`config.mk`:
```
export PLATFORM = sky130hd
export DESIGN_NAME = seq_serializer
export DESIGN_NICKNAME = d
export VERILOG_FILES = /design/src/rtl/seq_serializer.sv
export SDC_FILE = /design/constraint.sdc
export NUM_CORES = 1
export LEC_CHECK = 0
export BUFFER_PORTS_ARGS = -buffer_cell sky130_fd_sc_hd__buf_2
export CORE_ASPECT_RATIO = 0.8
export CORE_MARGIN = 2
export CORE_UTILIZATION = 35
export DETAILED_ROUTE_END_ITERATION = 10
export SLEW_MARGIN = 10
export SYNTH_ARGS = -nofsm -noshare
export SYNTH_HDL_FRONTEND = slang
export SYNTH_SLANG_ARGS = --single-unit
```
`constraint.sdc`:
```
create_clock -name clock -period 1.7 [get_ports clock]
set_input_delay 0.34 -clock clock [delete_from_list [all_inputs] [get_ports clock]]
set_output_delay 0.34 -clock clock [all_outputs]
set_load 0.01 [all_outputs]
```
`src/rtl/seq_serializer.sv`:
```
// Parallel-to-serial front end for the sequence detector.
// A one-word holding buffer lets back-to-back words stream out gap-free.
module seq_serializer #(
    parameter int   DATA_W    = 8,
    parameter bit   MSB_FIRST = 1'b1,
    parameter logic IDLE_BIT  = 1'b0,
    parameter int   CNT_W     = 16
) (
    input  logic              clock,
    input  logic              reset,
    input  logic [DATA_W-1:0] in_data,
    input  logic              in_valid,
    output logic              in_ready,
    input  logic              pause,
    output logic              ser_out,
    output logic              ser_valid,
    output logic              word_done,
    output logic              busy,
    output logic [CNT_W-1:0]  words_sent
);

    localparam int CW = $clog2(DATA_W);
    localparam logic [CW-1:0] LAST = CW'(DATA_W - 1);

    typedef enum logic {
        IDLE,
        SHIFT
    } state_t;

    state_t            state;
    state_t            state_n;
    logic [DATA_W-1:0] hold;
    logic              hold_full;
    logic              hold_clr;
    logic [DATA_W-1:0] sr;
    logic [DATA_W-1:0] sr_n;
    logic [DATA_W-1:0] sr_sh;
    logic [CW-1:0]     cnt;
    logic [CW-1:0]     cnt_n;
    logic              done_n;
    logic              take;

    // Ready only depends on the buffer flag, never on in_valid.
    assign in_ready = !hold_full && !reset;
    assign take     = in_valid && in_ready;

    assign sr_sh = MSB_FIRST ? {sr[DATA_W-2:0], 1'b0}
                             : {1'b0, sr[DATA_W-1:1]};

    always_comb begin
        state_n  = state;
        sr_n     = sr;
        cnt_n    = cnt;
        hold_clr = 1'b0;
        done_n   = 1'b0;
        unique case (state)
            IDLE: begin
                if (hold_full) begin
                    sr_n     = hold;
                    hold_clr = 1'b1;
                    cnt_n    = '0;
                    state_n  = SHIFT;
                end
            end
            SHIFT: begin
                if (!pause) begin
                    if (cnt == LAST) begin
                        done_n = 1'b1;
                        // Reload straight from the buffer: no idle bit between words.
                        if (hold_full) begin
                            sr_n     = hold;
                            hold_clr = 1'b1;
                            cnt_n    = '0;
                        end else begin
                            state_n = IDLE;
                        end
                    end else begin
                        sr_n  = sr_sh;
                        cnt_n = cnt + CW'(1);
                    end
                end
            end
            default: state_n = IDLE;
        endcase
    end

    always_ff @(posedge clock or posedge reset) begin
        if (reset) begin
            state      <= IDLE;
            sr         <= '0;
            cnt        <= '0;
            hold       <= '0;
            hold_full  <= 1'b0;
            word_done  <= 1'b0;
            words_sent <= '0;
        end else begin
            state     <= state_n;
            sr        <= sr_n;
            cnt       <= cnt_n;
            word_done <= done_n;
            if (take) begin
                hold      <= in_data;
                hold_full <= 1'b1;
            end else if (hold_clr) begin
                hold_full <= 1'b0;
            end
            if (done_n) begin
                words_sent <= words_sent + CNT_W'(1);
            end
        end
    end

    always_comb begin
        ser_out   = IDLE_BIT;
        ser_valid = 1'b0;
        if (state == SHIFT) begin
            ser_out   = MSB_FIRST ? sr[DATA_W-1] : sr[0];
            ser_valid = !pause;
        end
    end

    assign busy = (state == SHIFT) || hold_full;

endmodule

```
# After elaboration in Yosys (flattened, before gate mapping)
# Cells that the tools add are included.
[totals] regBits=38 latchBits=0 ramBits=0 mem_bits_ro=0 inputBits=12 out_inout_bits=21 elab_cells=41 n_memories=0
[classes] add_sub_neg=2 multipliers=0 n_div=0 magnitude_cmp=0 n_eq_ne=2 shifts=0 muxes=22 bitwise_logic=1 n_reduce_logical=7
[ops] op="$mux W8" n=3
[ops] op="$add A16 B1 Y16 const B" n=1
[ops] op="$pmux W8 S2" n=1
[ops] op="$mux W1" n=12
[ops] op="$mux W3" n=3
[ops] op="$pmux W3 S2" n=1
[ops] op="$pmux W1 S2" n=2
[ops] op="$add A3 B1 Y3 const B" n=1
[ops] op="$eq A3 B3 Y1 const B" n=1
[ops] op="$logic_not A1 Y1" n=3
[ops] op="$logic_and A1 B1 Y1" n=2
[ops] op="$ne A2 B2 Y1 const B" n=1
[ops] op="$reduce_bool A2 Y1" n=1
[ops] op="$logic_or A1 B1 Y1" n=1
[ops] op="$not A1 Y1" n=1

# Depth between registers and ports, before layout
# Gate-level depths: netlist of run 1.
[depth] depth_word=6 ltp_mapped=6 depth_no_buf=6

# Least setup slack after synthesis of run 1
# No wires, ideal clock.
[synth_path] path_type="flip-flop to flip-flop" start="register cnt[0]" end="register words_sent[11]" setup_ns=0.125 t_arrival_ns=1.459 required_time_ns=1.575 slack_ns=0.116 stages_incl_launch_ff=7 n_path_buf=0 synth_period_minus_slack_ns=1.584 path_cell_list="dfrtp_1 -> ha_1 -> ha_1 -> nand4_1 -> nor4_4 -> nand3_1 -> xnor2_1"
[synth_via] elab_chain_len=4
[synth_lines] element="from (decl)" line_no="38" text="logic [CW-1:0] cnt;"
[synth_lines] element="from (signal assigned)" line_no="99" text="cnt <= cnt_n;"
[synth_lines] element="$eq A3 B3 Y1" line_no="67" text="if (cnt == LAST) begin"
[synth_lines] element="$mux W1" line_no="67"
[synth_lines] element="$mux W1" line_no="66" text="if (!pause) begin"
[synth_lines] element="$mux W1" line_no="56" text="unique case (state)"
[synth_lines] element="to (signal assigned)" line_no="108" text="words_sent <= words_sent + CNT_W'(1);"
[synth_lines] element="to (decl)" line_no="19" text="output logic [CNT_W-1:0] words_sent"
# No other way between the ends.
# A chain may end at the register's enable or synchronous reset.

# Worst setup path in the final report of run 1
[layout_path] start="register cnt[1]" end="register words_sent[11]"
# The elaborated chain is that of the path after synthesis.

==> summary.md, run 1 <==
- 0.004542 sq mm — Core Box Area
- 0 — initial antenna violation count
- 0.7762 — gp weighted congestion
- 0.005227 sq mm — area of the die
- 0 — Congestion Overflow GR
- 6 — CP Depth
- 65.07 um — die outline height
- 0 ns — setup_tns
- 1260 mW/mm^2 — power density of the placed cells
- 58.28% — part of the Yosys area used for sequential elements
- register — critical path capture point type
- 32.62% — share of layout cells above drive strength 1
- 142 — Cells after Synth
- 11.49 sq um — average instance area after synthesis
- 449 — filler cell count in the final layout
- 0.29 ns — clock network latency to the later pin of the worst-skew pair
- 22 — Row Count
- 0 — residual DRC count
- 613.6 MHz — f_max
- 12.99 um — final routed wire length divided by cell count
- 157 — synthesized net count
- 2 — H-Tree Level Count
- 67.87% — relative slew slack
- 0 — number of buffer and inverter instances along the worst setup path
- register to register — Critical Setup Path Class
- 0 — # diodes
- 950.9 sq um — total area of sequential cells
- 4 — highest net fanout along the worst path
- 38 — #FFs+latches synth
- clkbuf_8 — Clock Root Buffer
- 33 — I/O pins
- 0 — number of enable flip-flop cells after synthesis
- 4 — DRT Pass-1 Iters
- dfrtp_1 58%, mux2_2 5.5%, xnor2_1 4.8%, nor2_1 3.9%, nand2_1 3.2% — cells taking the most area after synthesis
- 0.07 ns — clock-pin slew on the worst setup and hold paths
- 6 — cell count of the worst reg-to-reg path
- 32 — count of buffers inserted at the top-level ports
- 0 — total of endpoints with negative setup slack in the final report
- nor4_4 — Critical-path top delay cell
- 5126 um — wire length of the first global-routing pass
- 0.001632 sq mm — cell area after synthesis
- 1.88 ns — Critical Path RT
- 1197 — total via count after detailed routing
- 58.28% — share of the synthesized area in the top cell type
- 0.37 ns — crit-path max cell delay
- 0 — DRT antenna net count
- 2 — maximum root-to-sink buffer count
- 35.92% — starting density of the core
- 0.9943 nW — leakage power total
- yes — setup repair after global routing missed its margin
- 247 — count of placed standard cells in the final layout, fillers left out
- 5 — clock buffers created by TritonCTS
- 39 — largest net degree at the start of global routing
- 12 — Starting DRT DRC Count
- complete, no violations — status
- 680.7 sq um — combined area of the multi-input logic cells
- 38 — count of clock tree sinks
- 0 — number of warnings printed during yosys synthesis
- 1177 — vias in the first global route
- built — CTS tree
- 237 — Placed Cells
- 0 — final hold vios
- 0.5380 mV — Peak supply drop
- 23.93% — growth of design area from synthesis to finish
- 80.34 um — floorplan die width
- 100.0% — post-synthesis async set-or-reset flop share
- -0.004531 ns — worst-case setup slack after placement
- ha_2, ha_4, nand4_1, nor4_4, nand3_1, xnor2_1 — worst-path cell chain
- 0 — pins over their slew limit
- 95.86% — Final Cycle Share
- 1.81 ns — worst endpoint data arrival time
- 27 — Synth cell types
- 0 — max-cap viol count
- 2283 um — Detail Placement HPWL
- 0.007489 ns — Fin Clk Skew
- input pin to async pin — min-delay worst type
- 3209 um — WL final
- 0.07040 ns — fin worst setup slack
- dfrtp_1 — post-synth top area cell
- dfrtp_1 — leading cell type by number of instances after synthesis
- 1.630 ns — crit path time final
- 0.4820 ns — slew of the pin with the lowest slew margin
- 4.846 — via density per instance
- 13.30% — total track usage
- register — kind of start point of the critical path
- simple AND/OR/NAND/NOR gates — kind of cell adding the most delay to the critical path
- dfrtp_1 — top_reg_cell synth
- 201 — net count reported at finish
- 38 x dfrtp_1, 17 x nor2_1, 14 x nand2_1 — top post-synthesis cells by count
==> metrics by stage <==
step	instance area, sq um	hold slack [ns]	total power [mW]	utilization (%)
after floorplan	1632	0.4665	1.670	-
after global placement	1892	0.4621	1.839	41.65
after detailed placement	1892	0.4704	1.883	41.65
after CTS	1983	0.1619	2.532	43.66
after global routing	2022	0.2006	2.717	44.52
final	2022	0.1629	2.547	44.52
==> cell usage in the layout, fill, tap and decap left out, types with 5 or more instances in the layout <==
cell and count:
dfrtp_1 38, xnor2_1 9, mux2_2 8, inv_1 5, buf_2 32, xor2_1 6
clkbuf_8 6, nand4_1 5, nand2_1 14, nor2_1 17, o22ai_1 7, buf_4 6
==> registers in the layout, indices dropped and copies added, names as in the netlist <==
signal      cells
cnt             3
word_done       1
hold_full       1
sr              8
hold            8
words_sent     16
state           1
==> cell families (layout without fill, tap and decap cells) <==
kind of cell    Yosys count  count (layout)  share of synthesized area, %
compound gates           16              16                         6.518
buf+inv                   6              51                         1.457
simple gates             56              56                         17.87
xor+xnor                 15              15                         8.052
mux                       8               8                         5.522
fa+ha+maj                 3               3                         2.301
flops                    38              38                         58.28
==> worst min-delay path, cell delays in order <==
cell   delay [ns]
buf_2        0.10
inv_1        0.04
buf_4        0.41
==> layout make-up <==
cell class / count / share of cell area, %
clock buffer: 7 / 4.270
multi-input combinational: 98 / 33.66
clock inverter: 1 / 0.2475
tap: 60 / 3.713
sequential: 38 / 47.03
inverter: 5 / 0.9282
timing repair buffer: 38 / 10.15
==> power by group <==
| group | total, mW | switching (mW) | internal (mW) |
|---|---|---|---|
| Sequential | 1.33 | 0.178 | 1.15 |
| Combinational | 0.584 | 0.272 | 0.311 |
| Clock | 0.638 | 0.311 | 0.327 |
| Total | 2.55 | 0.761 | 1.79 |
==> repair_timing <==
action	4_1_cts	5_1_grt
endpoints found under the setup margin	2	17
pin swaps	1	6
hold endpoints to repair	0	0
hold buffers	0	0
setup buffers	0	2
resized for setup	0	7
==> path summary, 6_finish.rpt <==
check	startpoint	endpoint	slack [ns]
max	cnt[1]	words_sent[11]	0.07
min	reset	sr[2]	0.16
max reg2reg	cnt[1]	words_sent[11]	0.07
min reg2reg	words_sent[15]	words_sent[15]	0.48
max in group asynchronous	reset	sr[3]	1.20
min in group clock	in_data[4]	hold[4]	0.28
==> routing by layer <==
metal	GRT usage [%]	up-vias	share of wire, %
met4	6.992	0	2.3
met3	4.596	8	5.8
met1	15.42	581	46
met5	0	-	0
li1	-	576	-
met2	21.67	32	46
No activity file was read; power rests on OpenSTA's default activity.
==> run 2, diff against run 1 <==
ABC_AREA = 1   (was not set)
HOLD_SLACK_MARGIN = 0.15   (was not set)
==> run 2 against run 1 <==
Net effect:
- clock power decreased by 11%
- highest routed layer unchanged
- largest cell class unchanged
- largest power group unchanged
- synthesized cell count rose by 32%
- routed wire length rose by 3.7%
- die area increased by 6.9%
- clock skew down 0.0018 ns
- hold slack better by 0.0048 ns
- cell count up 17%
- area after synthesis increased by 7.4%
- via count increased by 9.9%
- maximum frequency up 5.1%
- sequential power fell by 5%
==> summary.md, run 2 <==
- complete, no violations — status
- 1104 mW/mm^2 — power density of the placed cells
- 0.28 ns — clock network latency to the later pin of the worst-skew pair
- 38 — #FFs+latches synth
- 243 — net count reported at finish
- 69 — Starting DRT DRC Count
- 0.15 ns — Register-to-Register Setup Slack
- 4.500% — post-synthesis mux area share
- cnt[0] — source of the worst register-to-register timing path
- dfrtp_1 54%, nand2_1 9.9%, nor2_1 5.6%, inv_1 4.5%, mux2_2 4.5% — cells taking the most area after synthesis
- 0 — number of enable flip-flop cells after synthesis
- dfrtp_1 — top_reg_cell synth
- 67.79% — relative slew slack
- dfrtp_1 — post-synth top area cell
- 13.55% — total track usage
- 0 — hold-fix buffer count after cts
- 44.13% — Util after Layout
- 0 — Congestion Overflow GR
- 2.143% — adder-cell share of the synthesized area
- 0 — total of endpoints with negative setup slack in the final report
- 33 — I/O pins
- 0 — pins over their slew limit
- 83.10 um — floorplan die width
- nand2_1 — leading cell type by number of instances after synthesis
- 188 — Cells after Synth
- 4.500% — Post-Synth XOR/XNOR Area
- 11.56 um — final routed wire length divided by cell count
- 3329 um — WL final
- 9 — highest net fanout along the worst path
- 1224 — vias in the first global route
- 8 — cell count of the worst reg-to-reg path
- 37.21% — starting density of the core
- cnt[0] — Reg2Reg Capture Point
- 0 — # diodes
- 2 — H-Tree Level Count
- 0 — quantity of gates resized following cts
- 1.86 ns — Critical Path RT
- 1.71 ns — worst endpoint data arrival time
- register to register — Critical Setup Path Class
- register — kind of start point of the critical path
- 91.18% — Final Cycle Share
- 67.28 um — die outline height
- 24.86% — simple-gate area share of the yosys netlist
- 0.002077 sq mm — cell area after layout
- 5802 um — wire length of the first global-routing pass
- 0 — max-cap viol count
- 645.2 MHz — f_max
- 1.071 nW — leakage power total
- 38 — count of clock tree sinks
- 16 — max FFs per register
- 39 — largest net degree at the start of global routing
- nand2_1 — most common library cell in the layout ignoring fill and taps
- 18.57% — growth of design area from synthesis to finish
- 0 — number of warnings printed during yosys synthesis
- 0 — final hold vios
- 0.07 ns — clock-pin slew on the worst setup and hold paths
- 46 x nand2_1, 38 x dfrtp_1, 26 x nor2_1 — top post-synthesis cells by count
- 0.001752 sq mm — cell area after synthesis
- 54.29% — share of the synthesized area in the top cell type
- 32 — count of buffers inserted at the top-level ports
- 0.5106 mV — Peak supply drop
- no — setup repair after global routing missed its margin
- 0 — residual DRC count
- 25.88% — share of layout cells above drive strength 1
- 4 — DRT Pass-1 Iters
- 22 — Row Count
- 0.005695 ns — Fin Clk Skew
- 0.4831 ns — slew of the pin with the lowest slew margin
- 0.7389 — gp weighted congestion
- 4.569 — via density per instance
- 2482 um — Detail Placement HPWL
- built — CTS tree
- 2 — maximum root-to-sink buffer count
- 45 x nand2_1, 38 x dfrtp_1, 32 x buf_2, 26 x nor2_1, 21 x inv_1 — most frequent cells in the layout
- 0 — number of buffers inserted by post-CTS setup repair
- 1.550 ns — crit path time final
- 0 ns — setup_tns
- 0 — initial antenna violation count
- words_sent (16), hold (8), sr (8) — largest registers
- 0.005590 sq mm — area of the die
- 0 — DRT antenna net count
- 5 — clock buffers created by TritonCTS
- 100.0% — post-synthesis async set-or-reset flop share
- words_sent — register with the highest flop count
- 9.317 sq um — average instance area after synthesis
- 21 — Synth cell types
- 203 — synthesized net count
- 1316 — total via count after detailed routing
- input pin to async pin — min-delay worst type
- clkbuf_8 — Clock Root Buffer
- 4.786% — fraction of the mapped netlist area in compound gates
- 54.29% — part of the Yosys area used for sequential elements
- simple AND/OR/NAND/NOR gates — main combinational cell family by area after synthesis
- 0.004707 sq mm — Core Box Area
- register — critical path capture point type
- 0.001994 sq mm — cell area after placement
==> run 2: worst max-delay path, stage by stage (launching register included) <==
cell	delay, ns
dfrtp_1	0.40
ha_1	0.21
ha_1	0.22
inv_1	0.18
nand2_4	0.12
nand2_4	0.12
inv_2	0.07
nand2_1	0.05
o21ai_0	0.07
==> run 2: final cells by class <==
type                    count  area (sq um)
fillers                   478          2630
multi-input cells         127         720.7
flip-flops and latches     38         950.9
well taps                  60         75.07
inverters                  23         86.33
repair buffers             33         167.7
clock buffers               7         76.32
==> run 2: logic make-up after synthesis <==
logic type	after synthesis
flops	38
mux	7
buf+inv	23
fa+ha+maj	3
simple gates	93
compound gates	15
xor+xnor	9
==> run 2: worst max path at each step <==
stage	depth (start not counted)	endpoint	slack, ns	from
floorplan	7	sr[1]	0.28	cnt[0]
global placement	7	sr[2]	0.15	cnt[0]
detailed placement	7	sr[1]	0.09	cnt[0]
CTS	7	sr[1]	0.08	cnt[0]
global route	8	cnt[0]	0.03	cnt[0]
finish	8	cnt[0]	0.15	cnt[0]
==> run 2: per-layer routing <==
layer  vias to the layer above  track usage (%)  share of wire, %
met5                         -                0                 0
met4                         0            5.533               1.5
met3                         4            5.012               4.9
met2                        22            18.65                41
met1                       612            19.21                53
li1                        678                -                 -
==> run 2: metrics by stage <==
| stage | worst slack [ns] | total power [mW] | hold WS [ns] | std cells |
|---|---|---|---|---|
| 4_1_cts | 0.07559 | 2.333 | 0.1862 | 288 |
| 5_1_grt | 0.03080 | 2.481 | 0.2349 | 288 |
| 3_5_place_dp | 0.08639 | 1.751 | 0.4715 | 281 |
| 6_report | 0.1500 | 2.294 | 0.1678 | 288 |
| 3_3_place_gp | 0.1454 | 1.742 | 0.4665 | 281 |
| 2_1_floorplan | 0.2771 | 1.583 | 0.4458 | 188 |
==> run 2: where the power goes <==
part	total [mW]	leakage [nW]	internal (mW)	switching, mW
combinational	0.467	0.569	0.224	0.243
sequential	1.26	0.464	1.12	0.144
clock	0.567	0.0383	0.282	0.285
total	2.29	1.07	1.62	0.672
==> run 3, diff against run 2 <==
CORE_ASPECT_RATIO = 2   (was 0.8)
CORE_UTILIZATION = 30   (was 35)
==> run 3 against run 2 <==
Net effect:
- routed wire length up 12%
- core utilization down 6.2 points
- register-to-register slack about the same
- first-iteration DRC count down 77%
- die area up 16%
- largest power group unchanged
==> summary.md, run 3 (synthesized netlist as in run 2, its figures left out) <==
- complete, no violations — status
- 282 — Placed Cells
- nand2_1 — most common library cell in the layout ignoring fill and taps
- 594 — filler cell count in the final layout
- 0.06 ns — clock-pin slew on the worst setup and hold paths
- 38 — count of clock tree sinks
- 0.004394 ns — Fin Clk Skew
- 3715 um — WL final
- 39 — largest net degree at the start of global routing
- 12.83% — total track usage
- 243 — net count reported at finish
- 26.64% — share of layout cells above drive strength 1
- 290 — count of placed standard cells in the final layout, fillers left out
- 2 — maximum root-to-sink buffer count
- 35.1% — share of power burned in the clock network
- words_sent (16), hold (8), sr (8) — largest registers
- 0 — max-cap viol count
- 17.5% — logic gate share of total power
- 22.71% — growth of design area from synthesis to finish
- 1.86 ns — Critical Path RT
- 9 — highest net fanout along the worst path
- 0 — initial antenna violation count
- 0.001996 sq mm — cell area after placement
- register to register — Critical Setup Path Class
- 30.95% — starting density of the core
- 33 — I/O pins
- 58.03 um — floorplan die width
- 0 — total of endpoints with negative setup slack in the final report
- 0.006503 sq mm — area of the die
- 0.8052 mV — Peak supply drop
- 5 — clock buffers created by TritonCTS
- 0.28 ns — clock network latency to the later pin of the worst-skew pair
- 0.002150 sq mm — cell area after layout
- 1313 — vias in the first global route
- 4 — DRT Pass-1 Iters
- 0.7679 — gp weighted congestion
- 2784 um — Detail Placement HPWL
- 1.919 mW — internal power of the cells
- 47.4% — Seq pwr share
- 0 ns — setup_tns
- built — CTS tree
- input pin to async pin — min-delay worst type
- 112.1 um — die outline height
- 6147 um — wire length of the first global-routing pass
- 4.703 — via density per instance
- 0.005660 sq mm — Core Box Area
- 16 — max FFs per register
- 0 — Congestion Overflow GR
- 0 — DRT antenna net count
- register — critical path capture point type
- 45 x nand2_1, 38 x dfrtp_1, 32 x buf_2, 26 x nor2_1, 21 x inv_1 — most frequent cells in the layout
- 1.71 ns — worst endpoint data arrival time
- clkbuf_16 — Clock Root Buffer
- 0 — final hold vios
- words_sent — register with the highest flop count
- 1364 — total via count after detailed routing
- 12.81 um — final routed wire length divided by cell count
- 0.4867 ns — slew of the pin with the lowest slew margin
- 0 — pins over their slew limit
- 1.550 ns — crit path time final
- 67.56% — relative slew slack
- 28.13% — Sw Share
- 0 — residual DRC count
- 1.104 nW — leakage power total
- 2 — H-Tree Level Count
- register — kind of start point of the critical path
- 1242 mW/mm^2 — power density of the placed cells
- no — setup repair after global routing missed its margin
- 645.1 MHz — f_max
- 16 — Starting DRT DRC Count
- 0 — # diodes
- 39 — Row Count
- 32 — count of buffers inserted at the top-level ports
- 0.7512 mW — reported net switching power
- 91.18% — Final Cycle Share
==> run 3: layout make-up <==
class | instances | area [sq um] | share of cell area, %
tap | 61 | 76.32 | 3.551
sequential | 38 | 950.9 | 44.24
clock inverter | 2 | 12.51 | 0.5821
inverter | 23 | 86.33 | 4.016
clock buffer | 6 | 138.9 | 6.461
timing repair buffer | 33 | 167.7 | 7.800
multi-input combinational | 127 | 716.9 | 33.35
==> run 3: final timing paths <==
| kind | startpoint | to | slack (ns) | cells past startpoint |
|---|---|---|---|---|
| setup / recovery | cnt[0] | cnt[0] | 0.15 | 8 |
| hold / removal | reset | hold_full | 0.18 | 3 |
| setup reg to reg | cnt[0] | cnt[0] | 0.15 | 8 |
| hold reg to reg | sr[0] | sr[0] | 0.50 | 2 |
| max in group asynchronous | reset | hold[3] | 1.18 | 3 |
| min in group clock | in_data[5] | hold[5] | 0.29 | 2 |
==> run 3: stage by stage <==
stage                     hold slack (ns)  utilization (%)  worst slack, ns  power (mW)
final                              0.1762            37.98           0.1500       2.671
after global routing               0.2412            37.98          0.02899       2.837
after CTS                          0.1979            37.93          0.06366       2.721
after detailed placement           0.4913            35.26          0.09358       1.760
after global placement             0.4585            35.26           0.1722       1.732
after floorplan                    0.4458                -           0.2771       1.583
==> run 3: worst max-delay path, cell delays in order, from the launching register on <==
cell and delay (ns):
dfrtp_1 0.39, ha_1 0.21, ha_1 0.23, inv_1 0.16
nand2_4 0.12, nand2_4 0.12, inv_2 0.06, nand2_1 0.05
o21ai_0 0.08
==> run 3: what timing repair did <==
| action | in CTS | in global routing |
|---|---|---|
| setup buffers | 0 | 0 |
| hold buffers | 0 | 0 |
| gates resized for setup | 0 | 1 |
| setup endpoints to repair | 0 | 2 |
==> run 3: metal layers <==
layer / vias to the layer above / global-route usage [%] / share of wire (%)
li1: 672 / - / -
met1: 657 / 12.65 / 35
met2: 29 / 23.64 / 59
met3: 6 / 3.111 / 3.4
met4: 0 / 6.512 / 2.4
met5: - / 0 / 0
==> run 3: power by group through the flow <==
stage | combinational [mW] | clock [mW] | sequential [mW]
6_report | 0.467 | 0.937 | 1.27
3_3_place_gp | 0.461 | 0 | 1.27
4_1_cts | 0.483 | 0.967 | 1.27
2_1_floorplan | 0.333 | 0 | 1.25
5_1_grt | 0.536 | 1.00 | 1.30
3_5_place_dp | 0.477 | 0 | 1.28
